## config.mk

```make
export PLATFORM = sky130hd
export DESIGN_NAME = fazyrv_shftregfile
export DESIGN_NICKNAME = d
export VERILOG_FILES = /design/src/rtl/fazyrv_shftregfile_pkg.sv /design/src/rtl/fazyrv_shftreg_rot.sv /design/src/rtl/fazyrv_shftregfile.sv
export SDC_FILE = /design/constraint.sdc
export NUM_CORES = 1
export LEC_CHECK = 0
export ABC_AREA = 1
export ABC_CLOCK_PERIOD_IN_PS = 3090
export CAP_MARGIN = 20
export CORE_MARGIN = 10
export CORE_UTILIZATION = 40
export CTS_CLUSTER_DIAMETER = 150
export DETAILED_ROUTE_END_ITERATION = 8
export PLACE_DENSITY_LB_ADDON = 0.15
export SYNTH_ARGS = -nofsm -noshare
export SYNTH_HDL_FRONTEND = slang
export SYNTH_SLANG_ARGS = --single-unit
```

## constraint.sdc

```tcl
create_clock -name clk_i -period 3.09 [get_ports clk_i]
set_clock_uncertainty 0.2 [all_clocks]
set_input_delay 0.309 -clock clk_i [delete_from_list [all_inputs] [get_ports clk_i]]
set_output_delay 0.309 -clock clk_i [all_outputs]
set_load 0.02 [all_outputs]
```

## src/rtl/fazyrv_shftregfile_pkg.sv

```systemverilog
// ----------------------------------------------------------------------------
// fazyrv_shftregfile_pkg
// Shared types and helpers for the chunk-serial shift register file.
//   state_e      : pass FSM state (IDLE / SHIFT)
//   calc_nchunk  : number of chunks making up one register (XLEN/CHUNKSIZE)
// ----------------------------------------------------------------------------
package fazyrv_shftregfile_pkg;

    typedef enum logic {
        IDLE  = 1'b0,
        SHIFT = 1'b1
    } state_e;

    function automatic int calc_nchunk(input int xlen, input int chunksize);
        return xlen / chunksize;
    endfunction

endpackage

```

## src/rtl/fazyrv_shftreg_rot.sv

```systemverilog
// ----------------------------------------------------------------------------
// fazyrv_shftreg_rot
// One architectural register stored as a right-shifting chunk register.
//   clk_i  : clock
//   shft_i : shift right by one chunk this cycle
//   rot_i  : 1 = LSB chunk re-enters at the MSB, 0 = dat_i enters at the MSB
//   dat_i  : new chunk for the MSB when not rotating
//   dat_o  : current LSB chunk
// Storage is deliberately not reset.
// ----------------------------------------------------------------------------
module fazyrv_shftreg_rot #(
    parameter int CHUNKSIZE = 2,
    parameter int XLEN      = 32
) (
    input  logic                 clk_i,
    input  logic                 shft_i,
    input  logic                 rot_i,
    input  logic [CHUNKSIZE-1:0] dat_i,
    output logic [CHUNKSIZE-1:0] dat_o
);

    logic [XLEN-1:0]      reg_q;
    logic [XLEN-1:0]      reg_d;
    logic [CHUNKSIZE-1:0] msb_in;

    assign msb_in = rot_i ? reg_q[CHUNKSIZE-1:0] : dat_i;
    assign reg_d  = {msb_in, reg_q[XLEN-1:CHUNKSIZE]};

    always_ff @(posedge clk_i) begin
        if (shft_i) begin
            reg_q <= reg_d;
        end
    end

    assign dat_o = reg_q[CHUNKSIZE-1:0];

endmodule

```

## src/rtl/fazyrv_shftregfile.sv

```systemverilog
// ----------------------------------------------------------------------------
// fazyrv_shftregfile
// Chunk-serial register file. A start pulse latches rs1/rs2/rd/we and runs
// one pass of XLEN/CHUNKSIZE shift cycles; addressed source registers rotate
// (unchanged after the pass), the destination takes dat_i at its MSB.
//   clk_i, rst_i      : clock, async active-high reset
//   start_i           : launch a pass (ignored while busy)
//   stall_i           : freeze the pass for this cycle
//   rs1_i/rs2_i/rd_i  : addresses, sampled at start
//   we_i              : write enable for rd, sampled at start
//   dat_i             : write chunk, LSB chunk first
//   rs1_o/rs2_o       : read chunks, LSB chunk first, 0 when idle
//   busy_o            : pass in progress
//   done_o            : one-cycle pulse in the first idle cycle after a pass
// ----------------------------------------------------------------------------
module fazyrv_shftregfile
    import fazyrv_shftregfile_pkg::*;
#(
    parameter int CHUNKSIZE = 2,
    parameter int XLEN      = 32,
    parameter int NREGS     = 32
) (
    input  logic                       clk_i,
    input  logic                       rst_i,
    input  logic                       start_i,
    input  logic                       stall_i,
    input  logic [$clog2(NREGS)-1:0]   rs1_i,
    input  logic [$clog2(NREGS)-1:0]   rs2_i,
    input  logic [$clog2(NREGS)-1:0]   rd_i,
    input  logic                       we_i,
    input  logic [CHUNKSIZE-1:0]       dat_i,
    output logic [CHUNKSIZE-1:0]       rs1_o,
    output logic [CHUNKSIZE-1:0]       rs2_o,
    output logic                       busy_o,
    output logic                       done_o
);

    localparam int NCHUNK = calc_nchunk(XLEN, CHUNKSIZE);
    localparam int CW     = $clog2(NCHUNK);
    localparam int AW     = $clog2(NREGS);

    state_e          state_q, state_d;
    logic [CW-1:0]   cnt_q,   cnt_d;
    logic [AW-1:0]   rs1_q,   rs1_d;
    logic [AW-1:0]   rs2_q,   rs2_d;
    logic [AW-1:0]   rd_q,    rd_d;
    logic            we_q,    we_d;
    logic            done_q,  done_d;
    logic            shift_en;

    // ------------------------------------------------------------------
    // Pass FSM
    // ------------------------------------------------------------------
    always_ff @(posedge clk_i or posedge rst_i) begin
        if (rst_i) begin
            state_q <= IDLE;
            cnt_q   <= '0;
            rs1_q   <= '0;
            rs2_q   <= '0;
            rd_q    <= '0;
            we_q    <= 1'b0;
            done_q  <= 1'b0;
        end else begin
            state_q <= state_d;
            cnt_q   <= cnt_d;
            rs1_q   <= rs1_d;
            rs2_q   <= rs2_d;
            rd_q    <= rd_d;
            we_q    <= we_d;
            done_q  <= done_d;
        end
    end

    always_comb begin
        state_d = state_q;
        cnt_d   = cnt_q;
        rs1_d   = rs1_q;
        rs2_d   = rs2_q;
        rd_d    = rd_q;
        we_d    = we_q;
        done_d  = 1'b0;
        case (state_q)
            IDLE: begin
                if (start_i) begin
                    rs1_d   = rs1_i;
                    rs2_d   = rs2_i;
                    rd_d    = rd_i;
                    we_d    = we_i;
                    cnt_d   = '0;
                    state_d = SHIFT;
                end
            end
            SHIFT: begin
                if (!stall_i) begin
                    cnt_d = cnt_q + CW'(1);
                    // Last chunk shifted on this edge; done appears in IDLE.
                    if (cnt_q == CW'(NCHUNK - 1)) begin
                        state_d = IDLE;
                        done_d  = 1'b1;
                    end
                end
            end
            default: state_d = IDLE;
        endcase
    end

    assign shift_en = (state_q == SHIFT) && !stall_i;

    // ------------------------------------------------------------------
    // Storage: x0 has none and reads as zero, so writes to it vanish.
    // ------------------------------------------------------------------
    logic [NREGS-1:0][CHUNKSIZE-1:0] lsb_chunk;

    assign lsb_chunk[0] = '0;

    for (genvar r = 1; r < NREGS; r++) begin : g_reg
        localparam logic [AW-1:0] IDX = AW'(r);
        logic hit_rd;
        logic shft;

        assign hit_rd = we_q && (rd_q == IDX);
        // OR of the hits: a register named twice still shifts only once.
        assign shft   = shift_en && ((rs1_q == IDX) || (rs2_q == IDX) || hit_rd);

        fazyrv_shftreg_rot #(
            .CHUNKSIZE (CHUNKSIZE),
            .XLEN      (XLEN)
        ) u_reg (
            .clk_i  (clk_i),
            .shft_i (shft),
            .rot_i  (!hit_rd),
            .dat_i  (dat_i),
            .dat_o  (lsb_chunk[r])
        );
    end

    // Reads come from the LSB before the edge, so rd==rs gives old data.
    assign rs1_o  = (state_q == SHIFT) ? lsb_chunk[rs1_q] : '0;
    assign rs2_o  = (state_q == SHIFT) ? lsb_chunk[rs2_q] : '0;
    assign busy_o = (state_q == SHIFT);
    assign done_o = done_q;

endmodule
```

### Yosys cells after proc, flatten, opt, wreduce, memory -nomap -nowiden

Cells that the tools add are included.

| cells by class | value |
|---|---|
| muxes and demuxes | 47 |
| bitwise operators | 1 |
| reduce and logical (&&, ||, !) cells | 128 |
| equality and inequality tests | 96 |
| $add $sub $neg | 1 |
| magnitude comparators | 2 |
| multipliers | 0 |
| divide/modulo/power cells | 0 |
| shifts and indexed selects | 0 |

Operator list:

| kind | number |
|---|---|
| 5-bit == test, second input constant | 48 |
| 5-bit by 4-bit == test with 1-bit output, second input constant | 24 |
| 2-bit 2-to-1 mux | 35 |
| 1-bit logical AND | 63 |
| 1-bit logical OR | 62 |
| 5-bit by 3-bit == test with 1-bit output, second input constant | 12 |
| 5-bit by 2-bit == test with 1-bit output, second input constant | 6 |
| 2-bit binary-select mux with 5-bit select | 2 |
| 5-bit by 1-bit == test with 1-bit output, second input constant | 3 |
| 5-bit by 6-bit less-than comparator with 1-bit output, second input constant | 2 |
| 4-bit 2-to-1 mux | 2 |
| 4-bit case mux with 2 select lines | 1 |
| 1-bit 2-to-1 mux | 6 |
| 4-bit by 1-bit adder with 4-bit output, second input constant | 1 |
| 4-bit == test, second input constant | 1 |
| 2-bit != test, second input constant | 2 |
| 2-bit AND reduction | 2 |
| 1-bit case mux with 2 select lines | 1 |
| 1-bit logical NOT | 1 |
| 1-bit inverter | 1 |

| word-level totals | value |
|---|---|
| memories | 0 |
| input port bits | 22 |
| logic and storage cells | 313 |
| memory bits (read-only) | 0 |
| RAM bits | 0 |
| register bits after elaboration | 1014 |
| output and inout port bits | 6 |
| bits in latches | 0 |

### Logic depth before layout (Yosys ltp)

Gate-level depths: netlist of run 1.

| depth | value |
|---|---|
| depth in word-level cells | 4 |
| depth in mapped cells | 10 |
| depth with buffers taken out | 9 |

### Hierarchy

Synthesis of run 1 repeated with hierarchy kept, for this count alone.

| second synthesis, totals | value |
|---|---|
| cell total of the unflattened synthesis | 1893 |
| area total of the unflattened synthesis | 34301.6 µm² |

Modules (own cells, without submodules):

| module | instances | area an instance (µm²) | sequential area each (µm²) | cells an instance |
|---|---|---|---|---|
| fazyrv_shftreg_rot | 31 | 1002.2 | 960.9 | 41 |
| fazyrv_shftregfile | 1 | 3233.1 | 550.5 | 622 |

### Worst setup path after synthesis of run 1

OpenSTA, ideal clock, no wires.

| path | value |
|---|---|
| kind | register to register |
| start point | reg state_q (netlist: busy_o) |
| end point | reg g_reg[14].u_reg.reg_q[0], enable pin |
| slack | 681 ps |
| cell stages (with the launch flop) | 6 |
| buffers on the path | 1 |
| data required time | 2503 ps |
| arrival | 1822 ps |
| clock period less this slack | 2409 ps |
| setup time | 387 ps |
| cells stage by stage | dfrtp_1 -> inv_1 -> nor2_2 -> clkbuf_1 -> nand2_1 -> inv_1 |

| on the way | value |
|---|---|
| cells in the longest elaborated chain, start to end | 2 |

RTL lines:

| item | RTL line | text |
|---|---|---|
| start, declared | fazyrv_shftregfile.sv:42 | `state_e state_q, state_d;` |
| start signal, assigned | fazyrv_shftregfile.sv:64 | `state_q <= state_d;` |
| 1-bit logical AND | fazyrv_shftregfile.sv:107 | `assign shift_en = (state_q == SHIFT) && !stall_i;` |
| 1-bit logical AND | fazyrv_shftregfile.sv:123 | `assign shft = shift_en && ((rs1_q == IDX) \|\| (rs2_q == IDX) \|\| hit_rd);` |
| named net g_reg[14].shft | fazyrv_shftregfile.sv:119 | `logic shft;` |
| end signal, assigned | fazyrv_shftreg_rot.sv:31 | `reg_q <= reg_d;` |
| end, declared | fazyrv_shftreg_rot.sv:22 | `logic [XLEN-1:0] reg_q;` |

The timed path passes the listed nets, and every way through them passes these cells.
A chain may end at the register's enable or synchronous reset.

### Worst setup path in the final report of run 1

| path | value |
|---|---|
| start point | reg rs2_q[1] |
| end point | out rs2_o[1] |

| on the way | value |
|---|---|
| cells in the longest elaborated chain, start to end | 3 |

RTL lines:

| item | RTL line | text |
|---|---|---|
| start, declared | fazyrv_shftregfile.sv:45 | `logic [AW-1:0] rs2_q, rs2_d;` |
| start signal, assigned | fazyrv_shftregfile.sv:67 | `rs2_q <= rs2_d;` |
| 2-bit binary-select mux with 5-bit select | fazyrv_shftregfile.sv:139 | `assign rs2_o = (state_q == SHIFT) ? lsb_chunk[rs2_q] : '0;` |
| 2-bit 2-to-1 mux (not written as such) | fazyrv_shftregfile.sv:139 |  |
| 2-bit 2-to-1 mux | fazyrv_shftregfile.sv:139 |  |
| end, declared | fazyrv_shftregfile.sv:33 | `output logic [CHUNKSIZE-1:0] rs2_o,` |

No other way between the ends. The select of a mux whose other input is x is not followed.

==> results of run 1 <==
-- critical path, cell delays in order (launching register included) --
cell	delay [ps]
sky130_fd_sc_hd__dfrtp_2	490
sky130_fd_sc_hd__buf_4	170
sky130_fd_sc_hd__inv_1	90
sky130_fd_sc_hd__nor2_2	50
sky130_fd_sc_hd__buf_6	140
sky130_fd_sc_hd__nand2_1	70
sky130_fd_sc_hd__nand4_1	90
sky130_fd_sc_hd__nand2_1	100
sky130_fd_sc_hd__nand3_1	90
sky130_fd_sc_hd__nor2_2	170
sky130_fd_sc_hd__nor2_4	80
sky130_fd_sc_hd__buf_4	130
sky130_fd_sc_hd__buf_4	150
-- power breakdown --
group	total [µW]	switching [µW]	internal, µW
Clock	11600	4960	6670
Combinational	5390	3720	1680
Sequential	18200	684	17500
-- cell type report --
type | count | share of cell area [%]
clock buffer | 113 | 6.54
sequential | 1014 | 77.2
multi-input combinational | 605 | 7.04
antenna | 1 | 0.00637
inverter | 90 | 0.888
tap | 1080 | 3.44
clock inverter | 73 | 1.57
timing repair buffer | 125 | 3.31
-- how the worst max path moves through the flow --
stage / from / endpoint / slack, ps / cells after the start
2_1_floorplan: busy_o / g_reg[14].u_reg.reg_q[0] / 680 / 5
3_3_place_gp: rs1_q[0] / rs1_o[1] / 60 / 10
3_5_place_dp: rs1_q[0] / rs1_o[1] / 40 / 10
4_1_cts: rs2_q[0] / rs2_o[0] / 2 / 10
5_1_grt: rs2_q[1] / rs2_o[1] / -20 / 12
6_report: rs2_q[1] / rs2_o[1] / 120 / 12
-- logic make-up (layout without fill, tap and decap cells) --
kind of cell	count (synthesis)	in the layout	synth area share, %
AOI/OAI and AO/OA	143	143	2.36
adders and majority gates	1	1	0.0373
DFF	1014	1014	90.4
buffers and inverters	121	401	1.53
other	0	1	0
and+or+nand+nor	461	461	5.64
-- routing by layer --
layer	part of all wire (%)	GRT usage (%)	vias to the layer above
met5	0.043	0	-
met4	2.8	4.83	4
met3	4.5	2.60	117
met2	43	18.3	306
met1	49	19.8	7618
li1	-	-	6907
-- through the flow --
stage | total power (µW) | util [%] | cells | setup WS [ps] | instance area (µm²)
floorplan | 20900 | - | 1740 | 681 | 33600
global placement | 23200 | 42.9 | 2885 | 61.4 | 35700
detailed placement | 23300 | 42.9 | 2885 | 42.2 | 35700
CTS | 35400 | 46.8 | 3079 | 1.84 | 39100
global route | 36900 | 47.1 | 3100 | -17.5 | 39300
finish | 35200 | 47.1 | 3101 | 115 | 39300
-- registers in the layout, indices dropped and copies added, names as in the netlist --
name           count
busy_o             1
cnt_q              4
done_o             1
g.u_reg.reg_q    992
rd_q               5
rs1_q              5
rs2_q              5
we_q               1
-- layout by cell type, fill, tap and decap left out, types with 8 or more instances in the layout --
cell type,n
sky130_fd_sc_hd__nor2_1,35
sky130_fd_sc_hd__clkbuf_16,101
sky130_fd_sc_hd__clkdlybuf4s50_1,23
sky130_fd_sc_hd__clkinv_2,25
sky130_fd_sc_hd__nand3_1,53
sky130_fd_sc_hd__nor3_1,18
sky130_fd_sc_hd__dfrtp_1,19
sky130_fd_sc_hd__clkbuf_1,12
sky130_fd_sc_hd__inv_1,78
sky130_fd_sc_hd__o21ai_0,103
sky130_fd_sc_hd__inv_2,8
sky130_fd_sc_hd__bufinv_16,8
sky130_fd_sc_hd__nor2_2,9
sky130_fd_sc_hd__o21ai_1,9
sky130_fd_sc_hd__buf_12,21
sky130_fd_sc_hd__nand2_1,323
sky130_fd_sc_hd__clkinv_1,32
sky130_fd_sc_hd__buf_4,67
sky130_fd_sc_hd__buf_6,8
sky130_fd_sc_hd__edfxtp_1,992
-- what timing repair did --
| action | in CTS | in global routing |
|---|---|---|
| pin swaps | 2 | 4 |
| hold buffers | 1 | 0 |
| buffers inserted | 7 | 20 |
| cloned | 0 | 1 |
| gates resized for setup | 19 | 30 |
| setup endpoints to repair | 4 | 4 |
| hold endpoints to repair | 15 | 0 |
==> impl_metrics.ini, run 1 <==
[finish]
fillerInstances = 7043
multi_input_comb_area_um2 = 2770
fin_nets = 1959
areaGrowthSynthToFinish_pct = 17.2
seq_area_um2 = 30300
fraction_of_final_layout_cells_with_drive_strength_greater_than_1_pct = 13.9

[clocking]
tritoncts = built
cts_root_buf = sky130_fd_sc_hd__clkbuf_16
worst_skew_pair.late_latency_ps = 650
clock_path_buffers = 3
h-tree-depth = 3
cts_buffers = 100
tritoncts_sink_count = 1014
cts.clk_slew.worst_paths_ps = 60

[logic_synthesis]
post_synthesis_cell_area_um2 = 33600
synth-async-reset-ratio_pct = 2.17
portion_of_the_post_synthesis_area_used_by_sequential_elements_pct = 90.4
ys.flop_type = sky130_fd_sc_hd__edfxtp_1
synthesis.nets = 1763
synth_common_cells = sky130_fd_sc_hd__edfxtp_1, sky130_fd_sc_hd__nand2_1, sky130_fd_sc_hd__o21ai_0, sky130_fd_sc_hd__inv_1, sky130_fd_sc_hd__nand3_1
yosysWarnings = 0
synth-edff-count = 992
yosys.cell_count.top_type = sky130_fd_sc_hd__edfxtp_1
synthTopCellsByArea = sky130_fd_sc_hd__edfxtp_1, sky130_fd_sc_hd__nand2_1, sky130_fd_sc_hd__dfrtp_1, sky130_fd_sc_hd__o21ai_0, sky130_fd_sc_hd__inv_1
yosysUniqueCellTypes = 36
synth_top_area_share_pct = 88.8
synth_area_per_cell_um2 = 19.3
count_of_state_elements_after_synthesis = 1014
synth_largest_area_cell = sky130_fd_sc_hd__edfxtp_1
syn-instance-count = 1740

[sta]
final-hold-violation-count = 0
drv_slew = 0
fin_crit_ps = 2970
fin_worst_hold_slack_ps = 87.4
rsz0062_at_grt = true
tightest_slew_ps = 957
timing.max_slew.rel_slack_pct = 36.1
maxClockFrequency_ghz = 0.336
setup-tns-final_ps = 0
timing.final.crit_share_pct = 96.3
finalSetupViolations = 0

[floorplan]
initial_standard_cell_utilization_of_the_core_pct = 40.2
io_pins = 28
dieWidth_um = 310
fp.dieArea_um2 = 95900
floorplan.rows = 106
area_inside_the_core_boundary_um2 = 83400
dieHeight_um = 310

[routing]
postRouteWirelength_mm = 62.3
detailroute.via_count = 15000
antenna_left = 0
drt_first_iter_violations = 1427
avgRoutedWirePerCell_um = 20.1
drt_pass1_iterations = 5
post_drt_via_cell_ratio = 4.82
drc = 0

[setup_path]
path_class = reg -> out
worst-endpoint-arrival_ps = 2470
reg2reg_slack_ps = 360
worst_r2r_path_depth = 8
crit_path_start_kind = register
critical_path.max_fanout = 10
critical_path.reg2reg.endpoint = g_reg[22].u_reg.reg_q[21]
cp_data_required_time_ps = 2580
worst_r2r_start = rs2_q[0]
critical_path.endpoint_type = primary output

[job]
cap_viol_max_count = 0

[pwr]
power-per-cell-area_nw_per_um2 = 896
worst_ir_drop_vdd_uv = 488
p_leak_uw = 0.0133

[worst_hold_path]
min_path_cells = 3
hold_path_startpoint = rs2_i[3]
min_to = rs2_q[3]
hold_class = in -> reg

[placement]
place_hpwl_mm = 38.6
gp_congestion = 0.876
buffer_ports.inserted = 27

[global_routing]
grt_use_total_pct = 13.0
grt_pass1_wl_mm = 93.6
globalRouteOverflowTotal = 0
maximum_number_of_pins_on_one_net_before_global_route_repair = 37
vias_in_the_first_global_route = 14700
antenna_found_initial = 3

[outcome]
outcome = complete, no violations
Power figures use the tool's default switching activity.
==> run 2, diff against run 1 <==
- DONT_BUFFER_PORTS: default -> 1
- SLEW_MARGIN: default -> 25
==> impl_metrics.ini, run 2 (synthesized netlist as in run 1, its figures left out) <==
[setup_path]
critical_path.max_fanout = 11
cp_data_required_time_ps = 2580
path_class = reg -> out
worst-endpoint-arrival_ps = 2500
critical_path.endpoint_type = primary output
worst_r2r_path_depth = 6
critical-path-max-stage-delay_ps = 460
path_cells = buf_4, nor2_4, buf_6, nand2_1, o21ai_1, o21ai_1, nand2_1, nor2_1, nor2_2, buf_6
cpMaxStageDelayCell = sky130_fd_sc_hd__dfrtp_2
crit_path_start_kind = register

[placement]
buffer_ports.inserted = 0
post-place-cells = 2858
gp_congestion = 0.932
place_hpwl_mm = 37.8
placed_area_um2 = 35400

[sta]
drv_slew = 0
finalSetupViolations = 0
maxClockFrequency_ghz = 0.332
setup-tns-final_ps = 0
timing.final.crit_share_pct = 97.5
tightest_slew_ps = 704
timing.max_slew.rel_slack_pct = 52.5
rsz0062_at_grt = false
final-hold-violation-count = 0
fin_crit_ps = 3010

[finish]
fillerInstances = 7088
largest-register = g.u_reg.reg_q
fin_area_um2 = 38800
fin_util_pct = 46.6
layout.cells.most_common = sky130_fd_sc_hd__edfxtp_1
mostFrequentLayoutCells = sky130_fd_sc_hd__edfxtp_1, sky130_fd_sc_hd__nand2_1, sky130_fd_sc_hd__o21ai_0, sky130_fd_sc_hd__clkbuf_16, sky130_fd_sc_hd__inv_1
fin_nets = 1932
stdcell_count = 3075
fraction_of_final_layout_cells_with_drive_strength_greater_than_1_pct = 12.2
number_of_flip_flops_under_the_largest_register_name = 992
areaGrowthSynthToFinish_pct = 15.8

[pwr]
switching_share_pct = 26.6
worst_ir_drop_vdd_uv = 446
netSwitchingPower_uw = 9130
p_leak_uw = 0.0131
p_int_uw = 25200
clockPowerShare_pct = 33.1
power_frac_seq_pct = 53.0
share_comb_of_total_power_pct = 13.9
power-per-cell-area_nw_per_um2 = 885
report.power.total_uw = 34400

[floorplan]
dieWidth_um = 310
area_inside_the_core_boundary_um2 = 83400
fp.dieArea_um2 = 95900
dieHeight_um = 310
initial_standard_cell_utilization_of_the_core_pct = 40.2
io_pins = 28
floorplan.rows = 106

[worst_hold_path]
min_path_cells = 2
hold_class = in -> reg

[outcome]
outcome = complete, no violations

[clocking]
h-tree-depth = 3
cts.clk_slew.worst_paths_ps = 60
tritoncts_sink_count = 1014
cts_buffers = 102
clock_path_buffers = 3
cts_root_buf = sky130_fd_sc_hd__clkbuf_16
tritoncts = built
worst_skew_pair.late_latency_ps = 640

[global_routing]
gr-usage-met3_pct = 2.47
globalRouteOverflowTotal = 0
gr_util_met1_pct = 19.2
grt_most_used_layer = met1
grt_pass1_wl_mm = 92.1
grt.met2_usage_pct = 18.1
grt_use_total_pct = 12.7
vias_in_the_first_global_route = 14700
maximum_number_of_pins_on_one_net_before_global_route_repair = 37
antenna_found_initial = 5

[routing]
post_drt_via_cell_ratio = 4.80
drt_first_iter_violations = 1296
drc = 0
postRouteWirelength_mm = 60.6
drt_pass1_iterations = 5
antenna_left = 0
detailroute.via_count = 14800
avgRoutedWirePerCell_um = 19.7

[job]
cap_viol_max_count = 0
-- run 2: power by group through the flow --
stage / Combinational, µW / Sequential (µW) / Clock, µW
floorplan: 2750 / 18200 / 0
global placement: 4520 / 18400 / 0
detailed placement: 4560 / 18500 / 0
CTS: 4710 / 18200 / 11800
global route: 5250 / 18400 / 12400
finish: 4790 / 18200 / 11400
-- run 2: worst max-delay path, delay by kind of cell, from the launching register on --
| family | cells | cell delay, ps |
|---|---|---|
| DFF | 1 | 460 |
| AOI/OAI and AO/OA | 2 | 260 |
| and+or+nand+nor | 5 | 590 |
| buffers and inverters | 3 | 540 |
-- run 2: worst paths after layout --
kind	slack (ps)	from	endpoint
worst max-delay path	80	rs2_q[0]	rs2_o[0]
worst min-delay path	20	dat_i[0]	g_reg[23].u_reg.reg_q[30]
worst max register to register	480	rs2_q[2]	g_reg[17].u_reg.reg_q[29]
worst min register to register	210	g_reg[20].u_reg.reg_q[22]	g_reg[20].u_reg.reg_q[20]
max in group asynchronous	2200	rst_i	rs1_q[0]
min in group asynchronous	40	rst_i	rs2_q[1]
-- run 2: area by class of cell --
cell class / instances / area (µm²) / share of cell area [%]
Sequential cell: 1014 / 30300 / 78.1
Multi-Input combinational cell: 606 / 2750 / 7.07
Clock buffer: 121 / 2650 / 6.81
Tap cell: 1080 / 1350 / 3.48
Timing Repair Buffer: 95 / 920 / 2.37
Clock inverter: 66 / 478 / 1.23
Inverter: 90 / 347 / 0.892
Antenna cell: 3 / 7.51 / 0.0193
-- run 2: repair_timing --
action / in CTS / in global routing
resized for setup: 12 / 14
pin swaps: 1 / 5
endpoints found under the setup margin: 4 / 4
hold buffers: 23 / 0
cloned: 0 / 1
hold endpoints to repair: 66 / 0
setup buffers: 2 / 1
-- run 2: metrics by stage --
stage	hold slack, ps	setup WS [ps]
CTS	7.99	54.6
detailed placement	105	287
global route	37.4	2.86
global placement	200	282
finish	21.1	77.4
floorplan	98.2	681
-- run 2: per-layer routing --
metal,vias up,share of wire (%)
met2,343,43
met4,4,2.9
met3,115,4.5
li1,6842,-
met1,7471,49
met5,-,0.043
